### src/rtl/ram_serializer_pkg.sv
// Shared definitions for the RAM store serializer: size codes, FSM states
// and the size-code to last-lane-index conversion.
package ram_serializer_pkg;

  localparam logic [1:0] SZ_B = 2'd0;
  localparam logic [1:0] SZ_H = 2'd1;
  localparam logic [1:0] SZ_W = 2'd2;
  localparam logic [1:0] SZ_D = 2'd3;

  typedef enum logic {
    ST_IDLE = 1'b0,
    ST_XFER = 1'b1
  } state_t;

  // Index of the final lane of a request: bytes requested, clamped to the
  // word width, minus one.
  function automatic logic [2:0] sizeToLast(input logic [1:0] size, input int wordBytes);
    int n;
    case (size)
      SZ_B:    n = 1;
      SZ_H:    n = 2;
      SZ_W:    n = 4;
      SZ_D:    n = 8;
      default: n = 8;
    endcase
    if (n > wordBytes) n = wordBytes;
    return 3'(n - 1);
  endfunction

endpackage

### src/rtl/ram_serializer_lane_mux.sv
// Combinational lane select: picks one lane of a latched word for the current
// beat index, honouring the byte order. Shared with the future load path.
module ram_lane_mux
  import ram_serializer_pkg::*;
#(
  parameter int WORD_BYTES = 8,
  parameter int LANE_W     = 8,
  parameter int BIG_ENDIAN = 0
) (
  input  logic [WORD_BYTES*LANE_W-1:0] data_i,
  input  logic [2:0]                   idx_i,
  input  logic [2:0]                   last_i,
  output logic [LANE_W-1:0]            q_o
);

  logic [2:0] lane;

  // Map beat index to a lane and select it; unused lane codes read as zero.
  always_comb begin
    lane = (BIG_ENDIAN != 0) ? (last_i - idx_i) : idx_i;
    q_o  = '0;
    for (int i = 0; i < WORD_BYTES; i++) begin
      if (lane == 3'(i)) q_o = data_i[i*LANE_W +: LANE_W];
    end
  end

endmodule

### src/rtl/ram_serializer.sv
// Byte-serial RAM store path: latches one store request and emits its
// selected lanes as single-lane write beats with backpressure, stalling the
// CPU until the final beat is accepted.
module ram_serializer
  import ram_serializer_pkg::*;
#(
  parameter int WORD_BYTES = 8,
  parameter int LANE_W     = 8,
  parameter int ADDR_W     = 16,
  parameter int BIG_ENDIAN = 0
) (
  input  logic                         clk,
  input  logic                         rst,
  input  logic                         start,
  input  logic [1:0]                   size,
  input  logic [ADDR_W-1:0]            addr,
  input  logic [WORD_BYTES*LANE_W-1:0] d,
  input  logic                         mem_ready,
  output logic                         mem_we,
  output logic [ADDR_W-1:0]            adq,
  output logic [LANE_W-1:0]            q,
  output logic                         kp,
  output logic                         done
);

  localparam int DataW = WORD_BYTES * LANE_W;

  state_t            state_q, state_d;
  logic [ADDR_W-1:0] base_q, base_d;
  logic [DataW-1:0]  data_q, data_d;
  logic [2:0]        last_q, last_d;
  logic [2:0]        idx_q, idx_d;
  logic [LANE_W-1:0] laneData;
  logic              isLast;

  ram_lane_mux #(
    .WORD_BYTES(WORD_BYTES),
    .LANE_W    (LANE_W),
    .BIG_ENDIAN(BIG_ENDIAN)
  ) u_lane_mux (
    .data_i(data_q),
    .idx_i (idx_q),
    .last_i(last_q),
    .q_o   (laneData)
  );

  assign isLast = (idx_q == last_q);

  // Next-state and beat outputs; reset forces every output low and drops the request.
  always_comb begin
    state_d = state_q;
    base_d  = base_q;
    data_d  = data_q;
    last_d  = last_q;
    idx_d   = idx_q;
    mem_we  = 1'b0;
    kp      = 1'b0;
    done    = 1'b0;
    adq     = '0;
    q       = '0;
    if (!rst) begin
      case (state_q)
        ST_IDLE: begin
          if (start) begin
            base_d  = addr;
            data_d  = d;
            last_d  = sizeToLast(size, WORD_BYTES);
            idx_d   = 3'd0;
            kp      = 1'b1;
            state_d = ST_XFER;
          end
        end
        ST_XFER: begin
          mem_we = 1'b1;
          adq    = base_q + ADDR_W'(idx_q);
          q      = laneData;
          kp     = ~(isLast & mem_ready);
          if (mem_ready) begin
            if (isLast) begin
              done    = 1'b1;
              state_d = ST_IDLE;
            end else begin
              idx_d = idx_q + 3'd1;
            end
          end
        end
        default: state_d = ST_IDLE;
      endcase
    end
  end

  // State, request and beat-counter registers with synchronous reset.
  always_ff @(posedge clk) begin
    if (rst) begin
      state_q <= ST_IDLE;
      base_q  <= '0;
      data_q  <= '0;
      last_q  <= '0;
      idx_q   <= '0;
    end else begin
      state_q <= state_d;
      base_q  <= base_d;
      data_q  <= data_d;
      last_q  <= last_d;
      idx_q   <= idx_d;
    end
  end

endmodule
### config.mk
export PLATFORM = sky130hd
export DESIGN_NAME = ram_serializer
export DESIGN_NICKNAME = d
export VERILOG_FILES = /design/src/rtl/ram_serializer_pkg.sv /design/src/rtl/ram_serializer_lane_mux.sv /design/src/rtl/ram_serializer.sv
export SDC_FILE = /design/constraint.sdc
export NUM_CORES = 1
export LEC_CHECK = 0
export ABC_AREA = 1
export ABC_CLOCK_PERIOD_IN_PS = 4500
export BUFFER_PORTS_ARGS = -buffer_cell sky130_fd_sc_hd__buf_2
export CAP_MARGIN = 10
export CORE_MARGIN = 8
export CORE_UTILIZATION = 35
export CTS_BUF_LIST = sky130_fd_sc_hd__clkbuf_8 sky130_fd_sc_hd__clkbuf_16
export DETAILED_ROUTE_END_ITERATION = 16
export PLACE_DENSITY = 0.56
export SYNTH_ARGS = -nofsm -noshare
export SYNTH_HDL_FRONTEND = slang
export SYNTH_SLANG_ARGS = --single-unit
### constraint.sdc
create_clock -name clk -period 4.5 [get_ports clk]
set_input_delay 0 -clock clk [delete_from_list [all_inputs] [get_ports clk]]
set_output_delay 0 -clock clk [all_outputs]
set_load 0.05 [all_outputs]
==> results.yml, run 1 <==
status:
  status: "finished, final reports clean"
worst_setup_path:
  slowest_stage: "dfxtp_1"
  worst_setup_path_start_kind: "flip-flop"
  crit_type: "flip-flop to output port"
  worstPathArrival_ps: 2780
  crit_top_cell: "nand2_1"
  critPathRequiredTime_ps: 4500
  cp_slowest_stage_delay_ps: 660
  cp_max_fo: 11
  crit_path_cell_trace: "inv_2 -> ha_1 -> inv_1 -> nand2_1 -> inv_1 -> nand2_1 -> nand2_1 -> nand2_1 -> nand2_1 -> nand2_1 -> a21oi_1 -> buf_2"
  cp-end-kind: "output port"
synth:
  syn_inst: 692
  synth_top_family_by_area: "simple AND/OR/NAND/NOR gates"
  synth-simple-area-share_pct: 30.6
  ys_ff_latch: 87
  synth-xor-area-share_pct: 0.193
  avgSynthCellArea_sq_um: 6.57
  muxShareOfSynthArea_pct: 0
  synth-compound-area-share_pct: 17.1
  synth_area_sq_um: 4550
  syn_nets: 788
  ys_seq_area_share_pct: 38.3
  synthAdderAreaFrac_pct: 2.92
  synth.distinct_cells: 35
  ys.warnings.count: 0
routing:
  drc_errors: 0
  vias_per_cell: 4.63
  wl_per_cell_um: 13.5
  wl_um: 14100
  vias: 4837
  drtIter0Drc: 260
  drt.antenna.violating_nets: 0
  drtPass1Iterations: 5
global_route:
  antenna_found_initial: 0
  gr-total-overflow: 0
  grt_pass1_vias: 4913
  grt.total_usage_pct: 17.3
  grt_use_met1_pct: 22.2
  grt_pass1_wl_um: 23500
  grt.met2_usage_pct: 27.9
  grt_max_degree: 84
  grt_busiest_layer: "met2"
  met3_usage_pct: 5.14
sta:
  fmax_ghz: 0.359
  worst_pin_slew_ps: 806
  finalSetupViolCount: 0
  rsz0062_at_grt: "no"
  finalCritPeriodShare_pct: 61.9
  fin_skew_ps: 4.00
  slew-limit-headroom_pct: 46.2
  maxSlewViolCount: 0
  fin_crit_ps: 2780
  finalSetupTns_ps: 0
  hold_viol: 0
finish:
  fin_nets: 963
  antenna-diode-count: 0
  final_layout_size_suffix_gt1_share_pct: 18.1
  final_core_util_pct: 50.0
  num-fill-cells: 1270
  multi_input_area_sq_um: 2320
  regArea_sq_um: 1740
  syn_to_final_growth_pct: 39.3
  stdcell_area_sq_um: 6340
place:
  hpwl_um: 9530
  portBuffers: 112
  placed_area_sq_um: 5140
  gp_congestion: 0.824
power:
  p_total_mw: 2.16
  power.density_nw_per_um2: 342
  power_leakage_nw: 3.04
  peakVddDrop_mv: 0.255
floorplanning:
  core_sq_um: 12700
  ios: 113
  die_h_um: 130
  die-area_sq_um: 16900
  start_util_pct: 35.9
  chipWidth_um: 130
  rows: 41
clocking:
  ctsLongestPathBuffers: 2
  clock-root-buffer: "clkbuf_16"
  htree_levels: 3
  clkTransAtPathRegs_ps: 60
  insertion_delay_ps: 340
  cts_sinks: 87
  cts_buffers: 9
  cts_resized: 0
  cts_tree: "built"
hold_path:
  hold_class: "input port to flip-flop"
job:
  drv_cap: 0
==> cells in the mapped netlist, drive strengths merged <==
cell type    n  share of area [%]
xnor2        1               0.19
o21ai       93                 10
a21oi       51                5.9
inv         75                6.2
buf         28                3.7
a211oi       2               0.33
or2          9                1.2
nand4        3               0.69
nand2      131                 11
ha           9                2.5
fa           1               0.44
a31oi        2               0.27
nor2       158                 14
nand3       20                2.2
nor4         1               0.27
dfxtp       87                 38
nand3b       1               0.44
nor3         8               0.99
o211ai       1               0.27
clkbuf      11               0.94
==> flip-flops by register name (all words and copies together) (netlist names) <==
signal   count
data_q      64
state_q      1
last_q       3
base_q      16
idx_q        3
==> final timing paths <==
path	start	slack, ps	endpoint	depth (start not counted)
setup / recovery	idx_q[2]$_SDFFE_PP0P_	1720	q[0]	12
hold / removal	mem_ready	150	idx_q[2]$_SDFFE_PP0P_	5
setup reg to reg	state_q$_SDFF_PP0_	2020	last_q[2]$_SDFFE_PP0P_	6
hold reg to reg	data_q[1]$_SDFFE_PP0P_	450	data_q[1]$_SDFFE_PP0P_	2
==> metal layers <==
| metal | vias to the layer above | share of wire, % |
|---|---|---|
| met5 | - | 0 |
| met2 | 132 | 45 |
| met1 | 2158 | 48 |
| li1 | 2538 | - |
| met3 | 9 | 6.4 |
| met4 | 0 | 0.89 |
==> critical path: cells and delay by family, from the launching register on <==
family | cells | cell delay, ps
compound gates | 1 | 200
fa+ha+maj | 1 | 360
buf+inv | 4 | 810
flops | 1 | 660
simple gates | 6 | 400
==> cell type report <==
cell class                 instances  share of cell area, %
clock inverter                     7                   1.28
tap                              172                   3.40
sequential                        87                   27.5
multi-input combinational        491                   36.6
timing repair buffer             203                   23.3
inverter                          75                   4.44
clock buffer                       9                   3.55
==> what timing repair did <==
action | CTS | global route
setup endpoints to repair | 0 | 0
hold buffers | 87 | 0
endpoints found under the hold margin | 84 | 0
buffers inserted | 0 | 0
==> layout by cell type (no fill, tap or decap), types with 2 or more instances in the layout <==
cell           instances
inv_1                 72
dfxtp_1               87
o21ai_0               79
dlygate4sd3_1         87
inv_2                  6
nand2_1              129
nor2_2                 2
a21oi_1               49
nor3_1                 7
buf_4                  3
nand4_2                2
clkbuf_16              9
clkinv_2               2
bufinv_16              2
or2_2                  6
nor2_4                 3
nand3_1               20
or2_1                  3
nand2_2                2
nor2_1               152
a211oi_1               2
a31oi_1                2
buf_2                112
ha_1                   9
o21ai_1               13
==> per-stage QoR <==
step	hold WS (ps)	worst slack, ps	cells
global placement	223	2190	940
finish	151	1720	1044
floorplan	135	1900	692
detailed placement	229	2160	940
CTS	145	1770	1043
global route	187	1510	1044
==> kinds of logic (layout without fill, tap and decap cells) <==
| kind of cell | count (synthesis) | after routing |
|---|---|---|
| xor+xnor | 1 | 1 |
| buf+inv | 114 | 294 |
| compound gates | 149 | 149 |
| flops | 87 | 87 |
| fa+ha+maj | 10 | 10 |
| simple gates | 331 | 331 |
==> report_power, final <==
| part | internal (mW) | switching [mW] |
|---|---|---|
| Clock | 0.478 | 0.302 |
| Combinational | 0.196 | 0.302 |
| Sequential | 0.839 | 0.0476 |
Power figures use the tool's default switching activity.
==> inputs of run 2 (changes only) <==
ABC_AREA = 0   (was 1)
ABC_CLOCK_PERIOD_IN_PS = 2600   (was 4500)
PLACE_DENSITY = 0.57   (was 0.56)
clock period = 2.6 ns   (was 4.5 ns; I/O delays follow)
==> run 2 against run 1 <==
Against the previous run: die area decreased by 4.5%; core utilization increased by 1.7 points; sequential power increased by 67%; combinational power is 4% higher; first-iteration DRC count fell by 5.8%; flip-flop and latch count is the same; synthesized cell count is 17% lower; critical endpoint is now q[6]; largest cell class unchanged.
==> results.yml, run 2 <==
routing:
  vias: 4575
  drtIter0Drc: 245
  drtPass1Iterations: 5
  vias_per_cell: 5.07
  drc_errors: 0
  wl_um: 13800
  wl_per_cell_um: 15.3
  drt.antenna.violating_nets: 0
sta:
  finalCritPeriodShare_pct: 96.1
  finalSetupViolCount: 0
  hold_viol: 0
  finalSetupTns_ps: 0
  maxSlewViolCount: 0
  rsz0062_at_grt: "no"
  worst_pin_slew_ps: 921
  fmax_ghz: 0.400
  fin_skew_ps: 8.53
  fin_crit_ps: 2500
  slew-limit-headroom_pct: 38.6
synth:
  synth_edf_count: 0
  async_reset_ff_share_pct: 0
  synth_common_cells: "nand2_1 (174), a21oi_1 (98), dfxtp_1 (87), clkbuf_1 (20)"
  synthTopCellsByArea: "dfxtp_1 (40%), nand2_1 (15%), a21oi_1 (11%)"
  synth_area_sq_um: 4310
  syn_inst: 575
  ys_seq_area_share_pct: 40.4
  synth_top_area_share_pct: 40.4
  avgSynthCellArea_sq_um: 7.50
  syn_nets: 671
  ys.flop_type: "dfxtp_1"
  synth.distinct_cells: 48
  ys.warnings.count: 0
  synth.most_common_cell: "nand2_1"
  ys_ff_latch: 87
  synth_top_area_cell: "dfxtp_1"
worst_setup_path:
  worstReg2RegStart: "state_q$_SDFF_PP0_"
  crit_path_start: "idx_q[1]$_SDFFE_PP0P_"
  cp_max_fo: 9
  crit_type: "flip-flop to output port"
  critPathRequiredTime_ps: 2600
  r2r-end: "data_q[0]$_SDFFE_PP0P_"
  cp-end-kind: "output port"
  worst_setup_path_start_kind: "flip-flop"
  r2r_slack_ps: 970
  rr_worst_depth: 4
  worstPathArrival_ps: 2500
clocking:
  clock-root-buffer: "clkbuf_16"
  ctsLongestPathBuffers: 2
  clkTransAtPathRegs_ps: 50
  insertion_delay_ps: 340
  htree_levels: 3
  cts_buffers: 9
  cts_sinks: 87
  cts_tree: "built"
  cts_setup_buffers: 0
hold_path:
  hold_end: "idx_q[1]$_SDFFE_PP0P_"
  hold_class: "input port to flip-flop"
  min_from: "mem_ready"
  hold_depth: 4
global_route:
  grt_pass1_wl_um: 22900
  grt_max_degree: 89
  gr-total-overflow: 0
  grt_pass1_vias: 4571
  grt.total_usage_pct: 17.3
  antenna_found_initial: 0
finish:
  final_layout_size_suffix_gt1_share_pct: 22.4
  num-fill-cells: 1158
  layout_common_cells: "nand2_1 (174), buf_2 (108), a21oi_1 (98)"
  fin_nets: 848
  reg_top3: "data_q (64), base_q (16)"
  antenna-diode-count: 0
  syn_to_final_growth_pct: 44.1
  top_register: "data_q"
  largest_register_ff_count: 64
  final_common_cell: "nand2_1"
  stdcell_area_sq_um: 6220
job:
  drv_cap: 0
floorplanning:
  rows: 40
  die_h_um: 127
  chipWidth_um: 127
  start_util_pct: 35.9
  ios: 113
  die-area_sq_um: 16100
  core_sq_um: 12000
power:
  power_leakage_nw: 2.55
  power.density_nw_per_um2: 529
  peakVddDrop_mv: 0.299
place:
  gp_congestion: 0.857
  hpwl_um: 9740
  placed_area_sq_um: 5040
  portBuffers: 112
status:
  status: "finished, final reports clean"
==> run 2: power by group <==
part           switching [mW]  internal (mW)  leakage, nW
sequential             0.0647           1.42        0.715
combinational           0.272          0.245         1.69
clock                   0.526          0.765        0.141
==> run 2: per-layer routing <==
| layer | up-vias | part of all wire, % | GRT usage [%] |
|---|---|---|---|
| li1 | 2318 | - | - |
| met5 | - | 0 | 0 |
| met3 | 14 | 6.2 | 4.70 |
| met4 | 0 | 1.4 | 4.76 |
| met2 | 129 | 48 | 28.9 |
| met1 | 2114 | 44 | 21.3 |
==> run 2: through the flow <==
step / worst slack (ps) / util, % / cells / hold WS, ps / power, mW
final: 102 / 51.8 / 902 / 112 / 3.29
after CTS: 18.2 / 51.4 / 902 / 108 / 3.31
after detailed placement: 176 / 41.9 / 806 / 247 / 1.93
after global routing: 12.2 / 51.8 / 902 / 163 / 3.44
after global placement: 261 / 41.9 / 806 / 241 / 1.92
after floorplan: 16.1 / - / 575 / 136 / 1.76
==> run 2: logic make-up after synthesis <==
family | count (synthesis) | share of synthesized area (%)
AO/OA/AOI/OAI | 157 | 22.8
XOR/XNOR | 9 | 1.83
adder cells (fa/ha/maj) | 10 | 3.07
buffers and inverters | 58 | 5.77
flip-flops | 87 | 40.4
multiplexers | 1 | 0.232
AND/OR/NAND/NOR | 253 | 26.0
==> run 2: timing repair <==
| action | CTS | global route |
|---|---|---|
| endpoints found under the setup margin | 10 | 11 |
| hold endpoints to repair | 83 | 0 |
| resized for setup | 8 | 12 |
| pin swaps | 0 | 0 |
| hold buffers | 82 | 0 |
==> run 2: critical path, cell delays in order (launching register included) <==
cell	delay (ps)
dfxtp_1	310
buf_4	150
ha_1	210
ha_1	320
nor2_4	230
a311oi_1	150
a2111oi_2	440
buf_2	340
==> run 2: how the worst max path moves through the flow <==
stage	end	slack (ps)	cells past startpoint
final	q[6]	100	7
after global routing	adq[10]	10	8
after CTS	q[6]	20	7
after detailed placement	q[6]	180	6
after global placement	adq[10]	260	8
after floorplan	adq[10]	20	7
==> run 2: area by class of cell <==
class	count	area (sq um)	share of cell area (%)
timing repair buffer	209	1530	24.6
clock inverter	4	55.1	0.885
tap	147	184	2.96
sequential	87	1750	28.1
multi-input combinational	430	2410	38.7
inverter	15	56.3	0.906
clock buffer	10	239	3.84
